--- config.mk ---
export PLATFORM = sky130hd
export DESIGN_NAME = th_scan_sched
export DESIGN_NICKNAME = d
export VERILOG_FILES = /design/src/rtl/th_scan_pkg.sv /design/src/rtl/th_scan_pick.sv /design/src/rtl/th_scan_sched.sv
export SDC_FILE = /design/constraint.sdc
export NUM_CORES = 1
export LEC_CHECK = 0
export ABC_AREA = 1
export BUFFER_PORTS_ARGS = -buffer_cell sky130_fd_sc_hd__clkbuf_2
export CORE_AREA = 2 2 133 135
export CTS_CLUSTER_SIZE = 30
export DETAILED_ROUTE_END_ITERATION = 8
export DIE_AREA = 0 0 135 137
export PLACE_DENSITY = 0.69
export SYNTH_ARGS = -nofsm -noshare
export SYNTH_HDL_FRONTEND = slang
export SYNTH_SLANG_ARGS = --single-unit
--- constraint.sdc ---
create_clock -name CLK -period 1.8 [get_ports CLK]
set_input_delay 0.09 -clock CLK [delete_from_list [all_inputs] [get_ports CLK]]
set_output_delay 0.09 -clock CLK [all_outputs]
set_load 0.1 [all_outputs]
--- src/rtl/th_scan_pkg.sv ---
// Shared types and constants for the pixel threshold-scan scheduler.
// Holds the scheduler state encoding and the captured result field widths.
package th_scan_pkg;

    typedef enum logic [2:0] {
        S_IDLE,
        S_SELECT,
        S_ARM,
        S_WAIT,
        S_REPORT,
        S_FINISH
    } state_t;

    localparam int BL_W = 10;
    localparam int NW_W = 4;

    localparam logic [7:0] ERRCNT_MAX = 8'hFF;

endpackage

--- src/rtl/th_scan_pick.sv ---
// Combinational next-pixel finder: lowest set mask bit whose index is >= base.
module th_scan_pick #(
    parameter int NPIX = 16,
    parameter int IDW  = 4
) (
    input  logic [NPIX-1:0] mask,
    input  logic [IDW-1:0]  base,
    output logic            found,
    output logic [IDW-1:0]  idx
);

    // NOTE: every output gets a default before the loop so no path leaves it unassigned (no latch).
    always_comb begin
        found = 1'b0;
        idx   = '0;
        // Walk downward so the last qualifying hit is the lowest index.
        for (int i = NPIX - 1; i >= 0; i--) begin
            if (mask[i] && (IDW'(i) >= base)) begin
                found = 1'b1;
                idx   = IDW'(i);
            end
        end
    end

endmodule

--- src/rtl/th_scan_sched.sv ---
// Array-level threshold-scan scheduler: sequences enabled pixels one at a time,
// waits for scan-done or timeout, and presents each result on a valid/ready port.
module th_scan_sched
    import th_scan_pkg::*;
#(
    parameter int NPIX  = 16,
    parameter int IDW   = 4,
    parameter int TOW   = 16,
    parameter int BLANK = 2
) (
    input  logic                   CLK,
    input  logic                   RST,
    input  logic                   Start,
    input  logic                   Abort,
    input  logic [NPIX-1:0]        PixMask,
    input  logic [TOW-1:0]         TimeoutCyc,
    output logic [NPIX-1:0]        PixCLKEn,
    output logic [NPIX-1:0]        PixScanStart,
    input  logic [NPIX-1:0]        PixScanDone,
    input  logic [NPIX*BL_W-1:0]   PixBL,
    input  logic [NPIX*NW_W-1:0]   PixNW,
    output logic                   ResValid,
    input  logic                   ResReady,
    output logic [IDW-1:0]         ResPix,
    output logic [BL_W-1:0]        ResBL,
    output logic [NW_W-1:0]        ResNW,
    output logic                   ResTimeout,
    output logic                   Busy,
    output logic                   Done,
    output logic [7:0]             ErrCnt
);

    localparam int BCW = (BLANK < 1) ? 1 : $clog2(BLANK + 1);
    localparam logic [IDW-1:0] LAST = IDW'(NPIX - 1);

    state_t          state;
    state_t          next_state;
    logic [NPIX-1:0] mask_q;
    logic [IDW-1:0]  base;
    logic [IDW-1:0]  cur;
    logic [TOW-1:0]  to_cnt;
    logic [BCW-1:0]  blank_cnt;
    logic [BL_W-1:0] res_bl;
    logic [NW_W-1:0] res_nw;
    logic            res_to;
    logic [7:0]      err_cnt;

    logic            pick_found;
    logic [IDW-1:0]  pick_idx;
    logic            blank_ok;
    logic            done_hit;
    logic            timeout_hit;
    logic [NPIX-1:0] cur_onehot;
    logic [BL_W-1:0] sel_bl;
    logic [NW_W-1:0] sel_nw;

    th_scan_pick #(
        .NPIX (NPIX),
        .IDW  (IDW)
    ) u_pick (
        .mask  (mask_q),
        .base  (base),
        .found (pick_found),
        .idx   (pick_idx)
    );

    assign cur_onehot  = {{(NPIX-1){1'b0}}, 1'b1} << cur;
    assign sel_bl      = PixBL[cur*BL_W +: BL_W];
    assign sel_nw      = PixNW[cur*NW_W +: NW_W];
    // A done level left over from an earlier scan is not trusted until BLANK WAIT cycles have passed.
    assign blank_ok    = (blank_cnt >= BCW'(BLANK));
    assign done_hit    = (state == S_WAIT) && blank_ok && PixScanDone[cur];
    assign timeout_hit = (state == S_WAIT) && (TimeoutCyc != '0) &&
                         (to_cnt == TimeoutCyc - TOW'(1));

    // NOTE: sequential state uses non-blocking assignments so every register samples pre-edge values.
    always_ff @(posedge CLK) begin
        if (RST) begin
            state <= S_IDLE;
        end else begin
            state <= next_state;
        end
    end

    always_comb begin
        next_state   = state;
        PixCLKEn     = '0;
        PixScanStart = '0;
        ResValid     = 1'b0;
        Done         = 1'b0;
        Busy         = (state != S_IDLE);
        case (state)
            S_IDLE:   if (Start) next_state = S_SELECT;
            S_SELECT: next_state = pick_found ? S_ARM : S_FINISH;
            S_ARM: begin
                PixCLKEn   = cur_onehot;
                next_state = S_WAIT;
            end
            S_WAIT: begin
                PixCLKEn     = cur_onehot;
                PixScanStart = cur_onehot;
                if (done_hit || timeout_hit) next_state = S_REPORT;
            end
            S_REPORT: begin
                ResValid = 1'b1;
                if (ResReady) next_state = (cur == LAST) ? S_FINISH : S_SELECT;
            end
            S_FINISH: begin
                Done       = 1'b1;
                next_state = S_IDLE;
            end
            default: next_state = S_IDLE;
        endcase
        if (Abort) next_state = S_IDLE;
    end

    // NOTE: the result and counter registers are all reset so the outputs read zero straight out of reset.
    always_ff @(posedge CLK) begin
        if (RST) begin
            mask_q    <= '0;
            base      <= '0;
            cur       <= '0;
            to_cnt    <= '0;
            blank_cnt <= '0;
            res_bl    <= '0;
            res_nw    <= '0;
            res_to    <= 1'b0;
            err_cnt   <= '0;
        end else if (!Abort) begin
            case (state)
                S_IDLE: begin
                    if (Start) begin
                        mask_q  <= PixMask;
                        err_cnt <= '0;
                        base    <= '0;
                    end
                end
                S_SELECT: begin
                    if (pick_found) cur <= pick_idx;
                end
                S_ARM: begin
                    to_cnt    <= '0;
                    blank_cnt <= '0;
                end
                S_WAIT: begin
                    to_cnt <= to_cnt + TOW'(1);
                    if (!blank_ok) blank_cnt <= blank_cnt + BCW'(1);
                    if (done_hit) begin
                        res_bl <= sel_bl;
                        res_nw <= sel_nw;
                        res_to <= 1'b0;
                    end else if (timeout_hit) begin
                        res_bl <= '0;
                        res_nw <= '0;
                        res_to <= 1'b1;
                        if (err_cnt != ERRCNT_MAX) err_cnt <= err_cnt + 8'd1;
                    end
                end
                S_REPORT: begin
                    if (ResReady) base <= (cur == LAST) ? '0 : cur + IDW'(1);
                end
                default: ;
            endcase
        end
    end

    assign ResPix     = cur;
    assign ResBL      = res_bl;
    assign ResNW      = res_nw;
    assign ResTimeout = res_to;
    assign ErrCnt     = err_cnt;

    a_onehot_pix : assert property (@(posedge CLK) disable iff (RST)
        $onehot0(PixCLKEn) && $onehot0(PixScanStart));

endmodule
# Word level (Yosys, flattened, before mapping)
# Index checks and enable logic that the tools add are counted.
[word_totals]
ff_bits = 68
out_inout_bits = 62
word_cells = 153
[op_classes]
n_addsub = 5
mul = 1
n_lt_le_gt_ge = 18
n_eq_ne = 15
shifts = 3
mux = 62
n_bitwise = 1
n_reduce_logical = 38
[op_table]
columns = ["operator", "count"]
rows = [
  ["indexed part select 160 x 9 -> 10 bit", 1],
  ["two-way mux 4 bit", 21],
  ["indexed part select 64 x 7 -> 4 bit", 1],
  [">= comparator 4 bit, first input constant", 8],
  ["two-way mux 16 bit", 2],
  ["two-way mux 8 bit", 4],
  ["one-hot mux 16 bit (2 select lines)", 1],
  ["two-way mux 1 bit", 21],
  ["logical AND 1 bit", 20],
  ["two-way mux 10 bit", 2],
  ["adder 16 x 1 -> 16 bit, second input constant", 1],
  ["equality test 16 bit", 1],
  [">= comparator 3 x 4 -> 1 bit, first input constant", 4],
  ["one-hot mux 8 bit (2 select lines)", 1],
  ["nonzero test 16 bit", 1],
  ["left shift 1 x 4 -> 16 bit, first input constant", 1],
  ["subtractor 16 x 1 -> 16 bit, second input constant", 1],
  ["two-way mux 3 bit", 5],
  ["one-hot mux 3 bit (5 select lines)", 1],
  ["AND reduction 3 bit", 5],
  ["!= test 2 bit, second input constant", 5],
  ["adder 8 x 1 -> 8 bit, second input constant", 1],
  [">= comparator 1 x 4 -> 1 bit, first input constant", 2],
  [">= comparator 2 x 4 -> 1 bit, first input constant", 2],
  ["24 further kinds", 31],
]

# Depth between registers and ports, before layout
# Gate-level depths: netlist (run 1).
[depth]
depth_word = 20
ltp_mapped = 18
depth_no_buf = 17

# By module
# From an unflattened synthesis (run 1), not the netlist that was laid out.
[hier_totals]
hier_cells = 1089
area_unflattened_um2 = 6438.7
[modules_own_cells]
columns = ["mod", "instances", "cells_each", "area_per_inst_um2"]
rows = [
  ["th_scan_sched", 1, 1018, 6120.9],
  ["th_scan_pick", 1, 71, 317.8],
]

# Worst setup path after synthesis (run 1)
# Ideal clock, no wire load.
[synth_timing]
kind = "reg-to-output"
start = "reg cur[3], in the netlist ResPix[3]"
end = "out PixScanStart[10]"
t_arrival_ns = 4.067
path_slack_ns = -2.357
path_stages_with_launch = 7
path_buffers = 2
cell_sequence = "dfxtp_1 buf_2 inv_1 nor2_1 clkinv_1 clkbuf_1 nor3_1"
[synth_via]
elab_chain_cells = 2
[synth_lines]
columns = ["element", "line_no", "text"]
rows = [
  ["start: declaration", "th_scan_sched.sv:40", "logic [IDW-1:0] cur;"],
  ["start signal: assignment", "th_scan_sched.sv:139", "if (pick_found) cur <= pick_idx;"],
  ["left shift 1 x 4 -> 16 bit", "th_scan_sched.sv:67", "assign cur_onehot = {{(NPIX-1){1'b0}}, 1'b1} << cur;"],
  ["two-way mux 16 bit", "th_scan_sched.sv:92", "case (state)"],
  ["end: declaration", "th_scan_sched.sv:18", "output logic [NPIX-1:0] PixScanStart,"],
]
# No other way between the ends.

# Worst setup path in the final report (run 1)
[layout_timing]
start = "reg cur[0], in the netlist ResPix[0]"
end = "reg err_cnt[5], in the netlist ErrCnt[5]"
[layout_via]
elab_chain_cells = 5
[layout_lines]
columns = ["element", "line_no", "text"]
rows = [
  ["binary-select mux 1 bit (select 4 bit)", "th_scan_sched.sv:72", "assign done_hit = (state == S_WAIT) && blank_ok && PixScanDone[cur];"],
  ["two-way mux 1 bit (implied by the code)", "th_scan_sched.sv:72", ""],
  ["logical AND 1 bit", "th_scan_sched.sv:72", ""],
  ["!= test 2 bit (no line)", "n/a", ""],
  ["AND reduction 6 bit (no line)", "n/a", ""],
  ["end signal: assignment", "th_scan_sched.sv:156", "if (err_cnt != ERRCNT_MAX) err_cnt <= err_cnt + 8'd1;"],
  ["end: declaration", "th_scan_sched.sv:46", "logic [7:0] err_cnt;"],
]
# No other way between the ends. The select of a mux whose other input is x is not followed.
# A chain may end at the register's enable or synchronous reset.

==> results of run 1 <==
[flip-flops by register name (all words and copies together) (netlist names)]
name	flops
ResTimeout	1
base	4
ResBL	10
ResPix	4
blank_cnt	2
ResNW	4
state	3
ErrCnt	8
mask_q	16
to_cnt	16
[Yosys cell counts (2+ instances only)]
cell type / n / share of area (%)
a22oi_1: 38 / 4.7
buf_1: 10 / 0.62
xnor2_1: 16 / 2.3
xor2_1: 14 / 2.0
nand3_1: 35 / 2.9
or2_2: 2 / 0.21
nor3_4: 2 / 0.53
o221ai_1: 3 / 0.43
nor2_1: 131 / 8.1
nand4_1: 10 / 1.0
a21oi_1: 144 / 12
a221oi_1: 2 / 0.29
nand2_4: 3 / 0.55
buf_2: 10 / 0.82
buf_6: 4 / 0.74
a32o_1: 12 / 2.0
ha_1: 10 / 2.1
o21ai_0: 58 / 4.8
nor3_1: 29 / 2.4
nand2_1: 239 / 15
clkinv_1: 3 / 0.18
a211oi_1: 3 / 0.37
dfxtp_1: 68 / 22
inv_2: 2 / 0.12
inv_1: 71 / 4.4
clkbuf_1: 33 / 2.0
nor2_4: 6 / 1.1
o21a_1: 2 / 0.25
o211ai_1: 16 / 2.0
nand3_2: 2 / 0.33
o22ai_1: 17 / 1.7
[critical path: cells and delay by family (launching register included)]
kind | cells | cell delay [ns]
and+or+nand+nor | 7 | 0.75
DFF | 1 | 0.38
AOI/OAI and AO/OA | 3 | 0.43
buffers and inverters | 3 | 0.37
[worst max-delay path by stage]
stage | depth (start not counted) | endpoint | slack, ns | from
finish | 13 | ErrCnt[5] | -0.22 | ResPix[0]
floorplan | 6 | PixScanStart[10] | -0.46 | ResPix[3]
global route | 14 | ErrCnt[2] | -0.37 | ResPix[0]
detailed placement | 18 | ResBL[0] | -0.26 | TimeoutCyc[0]
global placement | 18 | ResNW[1] | -0.22 | TimeoutCyc[0]
CTS | 14 | ErrCnt[2] | -0.11 | ResPix[0]
[through the flow]
stage	instance area, sq um	cells	worst slack [ns]	power [uW]	util [%]
2_1_floorplan	6820	1011	-0.459	2500	-
3_3_place_gp	9750	1608	-0.217	3180	57.2
3_5_place_dp	9750	1608	-0.264	3190	57.2
4_1_cts	10800	1668	-0.105	5150	63.6
5_1_grt	11400	1698	-0.369	5570	67.0
6_report	11400	1698	-0.224	5320	67.0
[cell families after synthesis]
kind of cell	after synthesis
simple gates	468
buf+inv	133
flops	68
compound gates	302
xor+xnor	30
fa+ha+maj	10
[routing by layer]
metal	track usage, %	routed length (um)	up-vias
met5	0	0	-
met4	11.7	1190	0
met3	4.85	2010	67
met2	52.3	14900	405
met1	33.3	11200	4067
li1	-	-	4379
[power by group through the flow]
stage          logic [uW]  registers [uW]  clock network, uW
2_1_floorplan         838            1660                  0
3_3_place_gp         1560            1620                  0
3_5_place_dp         1580            1620                  0
4_1_cts              1730            1590               1830
5_1_grt              2070            1600               1910
6_report             1910            1590               1820
[repair_timing]
action	in CTS	in global routing
endpoints found under the setup margin	66	73
hold buffers	12	1
cloned	6	5
resized for setup	84	101
endpoints found under the hold margin	12	1
buffers inserted	26	23
pin swaps	37	81
[area by class of cell]
cell class | count | area [sq um]
Antenna cell | 2 | 5.00
Timing Repair Buffer | 498 | 3930
Inverter | 76 | 365
Tap cell | 225 | 282
Multi-Input combinational cell | 812 | 5140
Timing Repair inverter | 1 | 6.26
Fill cell | 1423 | 5620
Clock buffer | 10 | 239
Sequential cell | 68 | 1410
Clock inverter | 6 | 62.6
==> reports/metrics.cfg, run 1 <==
[run_status]
status=finished with violations
failed_checks=negative hold slack, negative setup slack

[clock_network]
clkTransAtPathRegs_ns=0.06
clockBufferDepth=2
cts_buffers=9
cts_root_buf=clkbuf_16
clock-sinks=68
insertion_delay_ns=0.34
cts.htree.levels=3
cts_tree=built

[critical_path]
reg2reg_slack_ns=-0.22
r2r_cells=13
critical_path_class=flop to flop
rr_endpoint=ErrCnt[5]
r2r_start=ResPix[0]
cp-start-kind=flop
max_stage_delay_ns=0.38
slowest_stage=dfxtp_4
cp_data_arrival_time_ns=2.28
endpoint_kind=flop
worstPathMaxFanout=5
critical_path_required_ns=2.06
crit_chain=buf_6 -> nor2_1 -> nor2_1 -> o21ai_1 -> nand2_1 -> nand2_1 -> nand2_2 -> o21ai_4 -> inv_2 -> nor3_4 -> buf_6 -> nand4_1 -> a21oi_1

[flow_run]
cap_violations=0

[sta]
finalSetupViolCount=37
worstMarginPinSlew_ns=0.588
max_slew_margin_pct=61.0
final_hold_viol_count=1
rsz0062_at_grt=true
max_freq_mhz=494
setup-tns-final_ns=-3.72
setup_slack_ns=-0.224
holdWs_ns=-0.00336
period_needed_ns=2.02
clock_skew_ns=0.0105
maxSlewViolCount=0
min_period_over_period_pct=112

[yosys]
async_flop_share_pct=0
syn_nets=1298
synthAdderAreaFrac_pct=2.05
ys_ff_latch=68
synth_ff_type=dfxtp_1
synth_xor_area_share_pct=4.31
yosys_warnings=0
synth-compound-area-share_pct=29.2
syn_avg_cell_area_sq_um=6.03
synthMuxAreaShare_pct=0
synth_top_family_by_area=simple AND/OR/NAND/NOR gates
synth_edf_count=0
ys_seq_area_share_pct=22.3
synth_cells=1011
yosys.area_share.simple_pct=33.2
synth.distinct_cells=47
netlist_area_sq_mm=0.00609

[placed_design]
io_buffer_count=338
place_congestion=0.891
dpl.hpwl_mm=20.8

[routing]
viasPerCell=5.25
drt_iter0_markers=578
vias=8918
wl_per_cell_um=17.2
firstDrtPassIters=6
wl_mm=29.3
drc=0
antenna_left=0

[worst_hold_path]
hold_class=input pin to flop
hold_path_depth=3
hold-path-endpoint=mask_q[13]
min-delay-start=PixMask[13]

[global_route]
grt_overflow=0
grt_use_total_pct=28.7
grt_max_degree=63
grt_pass1_wl_mm=41.8
antenna_found_initial=2
grt_pass1_vias=8087

[pwr]
p_per_area_mw_per_mm2=465
internal_power_uw=3540
p_leak_uw=0.00551
switching_share_pct=33.5
combPwrFrac_pct=35.9
vdd_drop_max_mv=0.508
p_sw_uw=1780
seqPwrFrac_pct=29.9
p_clk_share_pct=34.3

[cells_and_area]
final_common_cell=clkbuf_2
final_cell_mix=clkbuf_2, nand2_1, a21oi_1
final_nets=1753
area_growth_pct=87.7
layout-drive-gt1-share_pct=47.0

[die]
die_w_um=135
rows=48
ios=339
dieArea_sq_mm=0.0185
initial_utilization_pct=35.7
core-area_sq_mm=0.0171
die_h_um=137

(Power assumes the default switching activity.)
==> run 2, diff against run 1 <==
--- a/config.mk
+++ b/config.mk
@@ -12,6 +12,7 @@
 export DETAILED_ROUTE_END_ITERATION = 8
 export DIE_AREA = 0 0 135 137
 export PLACE_DENSITY = 0.69
+export SETUP_SLACK_MARGIN = 0.5
 export SYNTH_ARGS = -nofsm -noshare
 export SYNTH_HDL_FRONTEND = slang
 export SYNTH_SLANG_ARGS = --single-unit
==> run 2 against run 1 <==
  * The flow finishes with violations (negative setup slack)
  * Via count is 3.1% higher
  * Clock-buffer cell count is 3 higher
  * Critical path type unchanged
  * Largest cell class unchanged
  * Total power is 4.1% higher
  * Die area stayed put
  * Non-clock buffer count is 6 higher
  * Wire length is 5.8% higher
  * Sequential share of layout area is 0.32 points lower
  * Final area is 3.3% higher
  * Worst hold slack better by 0.22 ns
  * Clock skew is 0.0056 ns lower
  * Highest routed layer unchanged
  * Final cell count is 0.53% higher
  * Sequential power hardly changed
==> reports/metrics.cfg, run 2 (synthesis gave the netlist of run 1 again) <==
[run_status]
failed_checks=negative setup slack
status=finished with violations

[routing]
wl_mm=31.0  ; +5.8%
wl_per_cell_um=18.1  ; +5.2%
drc=0  ; unchanged
vias=9190  ; +3.1%
viasPerCell=5.38  ; +2.5%
firstDrtPassIters=5  ; -1
antenna_left=0  ; unchanged
drt_iter0_markers=533  ; -7.8%

[pwr]
vdd_drop_max_mv=0.614  ; +21%
seqPwrFrac_pct=29.1  ; -0.8 points
p_sw_uw=1890  ; +6.1%
combPwrFrac_pct=36.4  ; +0.5 points
p_per_area_mw_per_mm2=469  ; +0.71%
switching_share_pct=34.2  ; +0.64 points
p_leak_uw=0.00556  ; +1.0%
p_clk_share_pct=34.5  ; +0.2 points
internal_power_uw=3650  ; +3.1%

[clock_network]
clockBufferDepth=2  ; unchanged
cts_tree=built
cts.htree.levels=3  ; unchanged
clkTransAtPathRegs_ns=0.06  ; about the same
clock-sinks=68  ; unchanged
insertion_delay_ns=0.34  ; about the same
cts_buffers=9  ; unchanged
cts_root_buf=clkbuf_16

[sta]
rsz0062_at_grt=true
holdWs_ns=0.221  ; +0.224 ns
finalSetupViolCount=49  ; +32%
worstMarginPinSlew_ns=0.573  ; -0.0153 ns
clock_skew_ns=0.00490  ; -0.00557 ns
setup-tns-final_ns=-3.27  ; +0.443 ns
max_slew_margin_pct=62.0  ; +1.0 points
maxSlewViolCount=0  ; unchanged
final_hold_viol_count=0  ; -1
max_freq_mhz=496  ; +0.43%
period_needed_ns=2.02  ; -0.00873 ns
min_period_over_period_pct=112  ; -0.48 points
setup_slack_ns=-0.216  ; +0.00873 ns

[cells_and_area]
layout-drive-gt1-share_pct=50.6  ; +3.6 points
final_area_sq_mm=0.0118  ; +3.3%
final_common_cell=clkbuf_2
area_growth_pct=93.9
regArea_sq_mm=0.00142  ; +0.62%
final_cell_mix=clkbuf_2, nand2_1, a21oi_1
multi_input_area_sq_mm=0.00541  ; +5.4%
n_fill_cell=1340  ; -5.8%
final_nets=1759  ; +0.34%

[die]
rows=48  ; unchanged
initial_utilization_pct=35.7  ; unchanged
die_w_um=135  ; unchanged
ios=339  ; unchanged
core-area_sq_mm=0.0171  ; unchanged
die_h_um=137  ; unchanged
dieArea_sq_mm=0.0185  ; unchanged

[critical_path]
crit_chain=buf_8 -> nor2_4 -> nor2_1 -> o21ai_1 -> nand2_1 -> nand2_1 -> nand2_2 -> o21ai_4 -> inv_2 -> nor3_4 -> buf_6 -> nand4_1 -> a21oi_2
endpoint_kind=flop
cp_data_arrival_time_ns=2.28  ; about the same
worstPathMaxFanout=7  ; +2
critPathTopFamily=simple AND/OR/NAND/NOR gates
cp_num_buf_inv=3  ; unchanged
critical_path_class=flop to flop
slowest_stage=dfxtp_4
critical_path_required_ns=2.07  ; about the same
cp-start-kind=flop
cpMostUsedCell=nand2_1
max_stage_delay_ns=0.39  ; about the same

[flow_run]
cap_violations=0  ; unchanged

[placed_design]
io_buffer_count=338  ; unchanged
place_congestion=0.868  ; -2.6%
preCtsSetupSlack_ns=-0.256  ; +0.00826 ns
postPlaceCellArea_sq_mm=0.00970  ; -0.53%
dpl.hpwl_mm=21.8  ; +4.8%

[global_route]
grt_pass1_wl_mm=41.4  ; -0.79%
grt_pass1_vias=8008  ; -0.98%
grt_overflow=0  ; unchanged
grt_use_total_pct=28.7  ; about the same
grt_max_degree=66  ; +4.8%
antenna_found_initial=5  ; +3

[worst_hold_path]
hold_class=input pin to flop

[run 2: changes by cell type in the layout (fill, tap and decap cells not counted), sizes merged]
cell         change
buf             +16
bufbuf           -3
bufinv           -1
clkbuf           -7
clkinv           -4
clkinvlp         +1
diode            +3
dlygate4sd3      +3
inv              +1
[run 2: power by group through the flow]
stage	Sequential, uW	Clock (uW)	Combinational [uW]
2_1_floorplan	1670	0	859
3_3_place_gp	1630	0	1540
3_5_place_dp	1630	0	1550
4_1_cts	1600	1910	1780
5_1_grt	1620	1980	2150
6_report	1610	1910	2010
[run 2: repair_timing]
| action | CTS | global route |
|---|---|---|
| setup endpoints to repair | 108 | 116 |
| cloned | 3 | 5 |
| endpoints found under the hold margin | 16 | 0 |
| pin swaps | 40 | 89 |
| gates resized for setup | 131 | 162 |
| hold buffers | 16 | 0 |
| setup buffers | 26 | 35 |
[run 2: worst paths after layout]
path | startpoint | endpoint | slack (ns) | depth (start not counted)
max | ResPix[0] | ErrCnt[6] | -0.22 | 13
min reg2reg | ResBL[0] | ResBL[0] | 0.46 | 2
min | RST | ErrCnt[4] | 0.22 | 2
max reg2reg | ResPix[0] | ErrCnt[6] | -0.22 | 13
[run 2: worst reg2reg max path: cells and delay by family (launching register included)]
family	cells	cell delay (ns)
flip-flops	1	0.39
buffers and inverters	3	0.40
AND/OR/NAND/NOR	7	0.70
AO/OA/AOI/OAI	3	0.46
[run 2: cell type report]
class                      count  share of cell area, %
timing repair inverter         1                 0.0741
multi-input combinational    812                   45.8
clock buffer                  13                   2.56
sequential                    68                   12.0
inverter                      76                   3.06
antenna                        5                  0.106
timing repair buffer         504                   33.8
clock inverter                 3                  0.191
tap                          225                   2.38
[run 2: per-stage QoR]
stage / total power (uW) / util, % / instances
finish: 5540 / 69.3 / 1707
global route: 5750 / 69.2 / 1703
CTS: 5290 / 63.8 / 1662
detailed placement: 3180 / 56.9 / 1601
global placement: 3160 / 56.9 / 1601
floorplan: 2530 / - / 1011
[run 2: routing by layer]
metal | global-route usage (%) | wire length [um] | part of all wire, % | vias up
met5 | 0 | 0 | 0 | -
met4 | 9.84 | 1030 | 3.3 | 0
met3 | 6.15 | 2580 | 8.3 | 81
met2 | 51.6 | 16000 | 51 | 444
met1 | 33.8 | 11400 | 37 | 4273
li1 | - | - | - | 4392
==> run 3, diff against run 2 <==
--- a/config.mk
+++ b/config.mk
@@ -5,13 +5,13 @@
 export SDC_FILE = /design/constraint.sdc
 export NUM_CORES = 1
 export LEC_CHECK = 0
-export ABC_AREA = 1
 export BUFFER_PORTS_ARGS = -buffer_cell sky130_fd_sc_hd__clkbuf_2
-export CORE_AREA = 2 2 133 135
-export CTS_CLUSTER_SIZE = 30
+export CORE_AREA = 2 2 131 133
+export CTS_CLUSTER_SIZE = 14
 export DETAILED_ROUTE_END_ITERATION = 8
-export DIE_AREA = 0 0 135 137
-export PLACE_DENSITY = 0.69
+export DIE_AREA = 0 0 133 135
+export GPL_ROUTABILITY_DRIVEN = 1
+export PLACE_DENSITY = 0.7
 export SETUP_SLACK_MARGIN = 0.5
 export SYNTH_ARGS = -nofsm -noshare
 export SYNTH_HDL_FRONTEND = slang
==> run 3 against run 2 <==
  * The flow finishes with violations (negative hold slack, negative setup slack)
  * Fmax fell by 15%
  * Critical path type unchanged
  * Highest routed layer unchanged
  * Die area fell by 2.9%
  * Final area grew 2.1%
  * Global-route usage up 4.0 points
  * Clock power shrank 3%
  * First-iteration DRC count is 100% higher
  * Total power fell by 8.1%
  * Via count down 8.3%
==> reports/metrics.cfg, run 3 <==
[pwr]
seqPwrFrac_pct=30.4  ; +1.3 points
p_leak_uw=0.00495  ; -11%
vdd_drop_max_mv=0.397  ; -35%
p_per_area_mw_per_mm2=422  ; -10%
p_clk_share_pct=36.3  ; +1.8 points
p_sw_uw=1610  ; -15%
internal_power_uw=3480  ; -4.5%
switching_share_pct=31.5  ; -2.6 points
combPwrFrac_pct=33.3  ; -3.1 points

[yosys]
synth_edf_count=0  ; unchanged
ys_ff_latch=68  ; unchanged
syn_nets=944  ; -27%
synthAdderAreaFrac_pct=2.10  ; +0.045 points
synth_top_family_by_area=multiplexers
synth.distinct_cells=62  ; +32%
synth_top_cell_by_area=mux4_2
async_flop_share_pct=0  ; unchanged
netlist_top_cells_count=nor2_1, mux4_2, dfxtp_1
netlist_area_sq_mm=0.00596  ; -2.2%
synthMuxAreaShare_pct=31.2  ; +31 points
yosys_warnings=0  ; unchanged
yosysMostFrequentCell=nor2_1
synth_xor_area_share_pct=5.00  ; +0.68 points
ys_seq_area_share_pct=22.8  ; +0.49 points
syn_avg_cell_area_sq_um=9.07  ; +51%
synth_cells=657  ; -35%
synth_top_area_share_pct=28.0  ; +5.6 points
synth-compound-area-share_pct=12.7  ; -17 points
synth_ff_type=dfxtp_1
yosys.area_share.simple_pct=21.8  ; -11 points
synth_area_leaders=mux4_2, dfxtp_1, nor2_1, a21oi_1, mux2i_1

[die]
rows=47  ; -2.1%
die_w_um=133  ; -1.5%
initial_utilization_pct=36.3  ; +0.61 points
die_h_um=135  ; -1.5%
dieArea_sq_mm=0.0180  ; -2.9%
core-area_sq_mm=0.0164  ; -3.8%
ios=339  ; unchanged

[critical_path]
cp-start-kind=flop
worstPathMaxFanout=7  ; unchanged
r2r_start=ResPix[1]
cp_num_buf_inv=3  ; unchanged
critPathTopFamily=simple AND/OR/NAND/NOR gates
cp_data_arrival_time_ns=2.67  ; +0.39 ns
crit_start=ResPix[1]
critical_path_class=flop to flop
crit_chain=mux4_2 -> nand2_1 -> and3_4 -> a211oi_4 -> buf_4 -> buf_6 -> and3_4 -> buf_12 -> nand2_1 -> a21oi_2
slowest_stage=dfxtp_4
critical_path_required_ns=2.08  ; about the same
endpoint_kind=flop
max_stage_delay_ns=0.37  ; -0.02 ns

[routing]
vias=8427  ; -8.3%
firstDrtPassIters=5  ; unchanged
viasPerCell=6.03  ; +12%
antenna_left=0  ; unchanged
wl_per_cell_um=25.7  ; +41%
drt_iter0_markers=1065  ; +100%
drc=0  ; unchanged
wl_mm=35.9  ; +16%

[clock_network]
cts_tree=built
cts.htree.levels=3  ; unchanged
cts_root_buf=clkbuf_16
clockBufferDepth=2  ; unchanged
clock-sinks=68  ; unchanged
cts_buffers=9  ; unchanged
insertion_delay_ns=0.36  ; +0.02 ns
clkTransAtPathRegs_ns=0.07  ; about the same

[worst_hold_path]
hold_class=input pin to flop
min-delay-start=PixMask[13]

[flow_run]
cap_violations=0  ; unchanged

[placed_design]
io_buffer_count=338  ; unchanged
place_congestion=0.949  ; +9.4%
preCtsSetupSlack_ns=-0.675  ; -0.419 ns
dpl.hpwl_mm=22.3  ; +2.4%

[sta]
setup_slack_ns=-0.584  ; -0.368 ns
rsz0062_at_grt=true
setup-tns-final_ns=-23.37  ; -20.09 ns
period_needed_ns=2.38  ; +0.368 ns
max_slew_margin_pct=58.6  ; -3.4 points
finalSetupViolCount=96  ; +96%
max_freq_mhz=419  ; -15%
maxSlewViolCount=0  ; unchanged
worstMarginPinSlew_ns=0.624  ; +0.0519 ns
final_hold_viol_count=1  ; +1
min_period_over_period_pct=132  ; +20 points
clock_skew_ns=0.0163  ; +0.0114 ns
holdWs_ns=-0.0173  ; -0.238 ns

[global_route]
grt_overflow=0  ; unchanged
grt_use_total_pct=32.7  ; +4.0 points
grt_pass1_wl_mm=44.3  ; +7.0%
grt_max_degree=44  ; -33%
grt_pass1_vias=7699  ; -3.9%
antenna_found_initial=2  ; -3

[run_status]
status=finished with violations
failed_checks=negative hold slack, negative setup slack

[cells_and_area]
final_cell_mix=clkbuf_2, buf_4, mux4_2
layout-drive-gt1-share_pct=71.1  ; +20 points
final_nets=1458  ; -17%
final_common_cell=clkbuf_2
area_growth_pct=102
n_fill_cell=1030  ; -23%

-- run 3: cell count changes after synthesis, moves of 17 or more --
cell     change
nand2_1    -190
a21oi_1     -92
mux4_2      +74
inv_1       -51
a22oi_1     -37
nor2_1      -31
o21ai_0     -20
mux2i_1     +19
nor3_1      -17
-- run 3: per-layer routing --
metal,GRT usage (%),up-vias,part of all wire [%]
met1,41.8,4038,37
met2,54.7,702,47
met4,13.6,0,5.7
li1,-,3511,-
met5,0,-,0
met3,6.08,176,10
-- run 3: final cells by class --
| class | count | area [sq um] | area share, % |
|---|---|---|---|
| Antenna cell | 2 | 5.00 | 0.0415 |
| Clock buffer | 9 | 225 | 1.87 |
| Clock inverter | 7 | 66.3 | 0.550 |
| Inverter | 21 | 96.3 | 0.799 |
| Multi-Input combinational cell | 524 | 5590 | 46.3 |
| Sequential cell | 68 | 1410 | 11.6 |
| Tap cell | 220 | 275 | 2.28 |
| Timing Repair Buffer | 547 | 4400 | 36.5 |
-- run 3: per-stage QoR --
stage                     instance area [sq um]  total power, uW  instances  utilization, %
final                                     12100             5090       1398            73.5
after CTS                                 11000             4740       1358            67.2
after global routing                      12100             5200       1398            73.5
after detailed placement                   9900             2850       1305            60.3
after global placement                     9900             2830       1305            60.3
after floorplan                            6750             2260        657               -
-- run 3: worst paths after layout --
kind                endpoint  slack, ns  cells after the start
setup reg to reg    ResNW[1]      -0.58                     10
hold reg to reg     ResBL[4]       0.48                      2
setup / recovery    ResNW[1]      -0.58                     10
hold / removal    mask_q[13]      -0.02                      3
-- run 3: power groups by stage --
stage | clock (uW) | combinational [uW] | sequential [uW]
after floorplan | 0 | 658 | 1600
after global placement | 0 | 1250 | 1580
after global routing | 1900 | 1750 | 1550
after detailed placement | 0 | 1270 | 1580
after CTS | 1780 | 1420 | 1540
final | 1850 | 1690 | 1550
-- run 3: tightest hold or removal path, stage by stage --
cell and delay (ns):
clkbuf_2 0.08, mux2i_1 0.06, nor2_1 0.09
-- run 3: kinds of logic after synthesis --
logic type / after synthesis
AND/OR/NAND/NOR: 259
multiplexers: 93
AO/OA/AOI/OAI: 128
buffers and inverters: 65
flip-flops: 68
adder cells (fa/ha/maj): 10
XOR/XNOR: 34
-- run 3: timing repair --
item                       in CTS  in global routing
setup buffers                  23                 30
pin swaps                      59                 59
gates cloned                    3                  8
hold buffers                   11                  0
setup endpoints to repair     113                110
hold endpoints to repair       11                  0
gates resized for setup       123                147
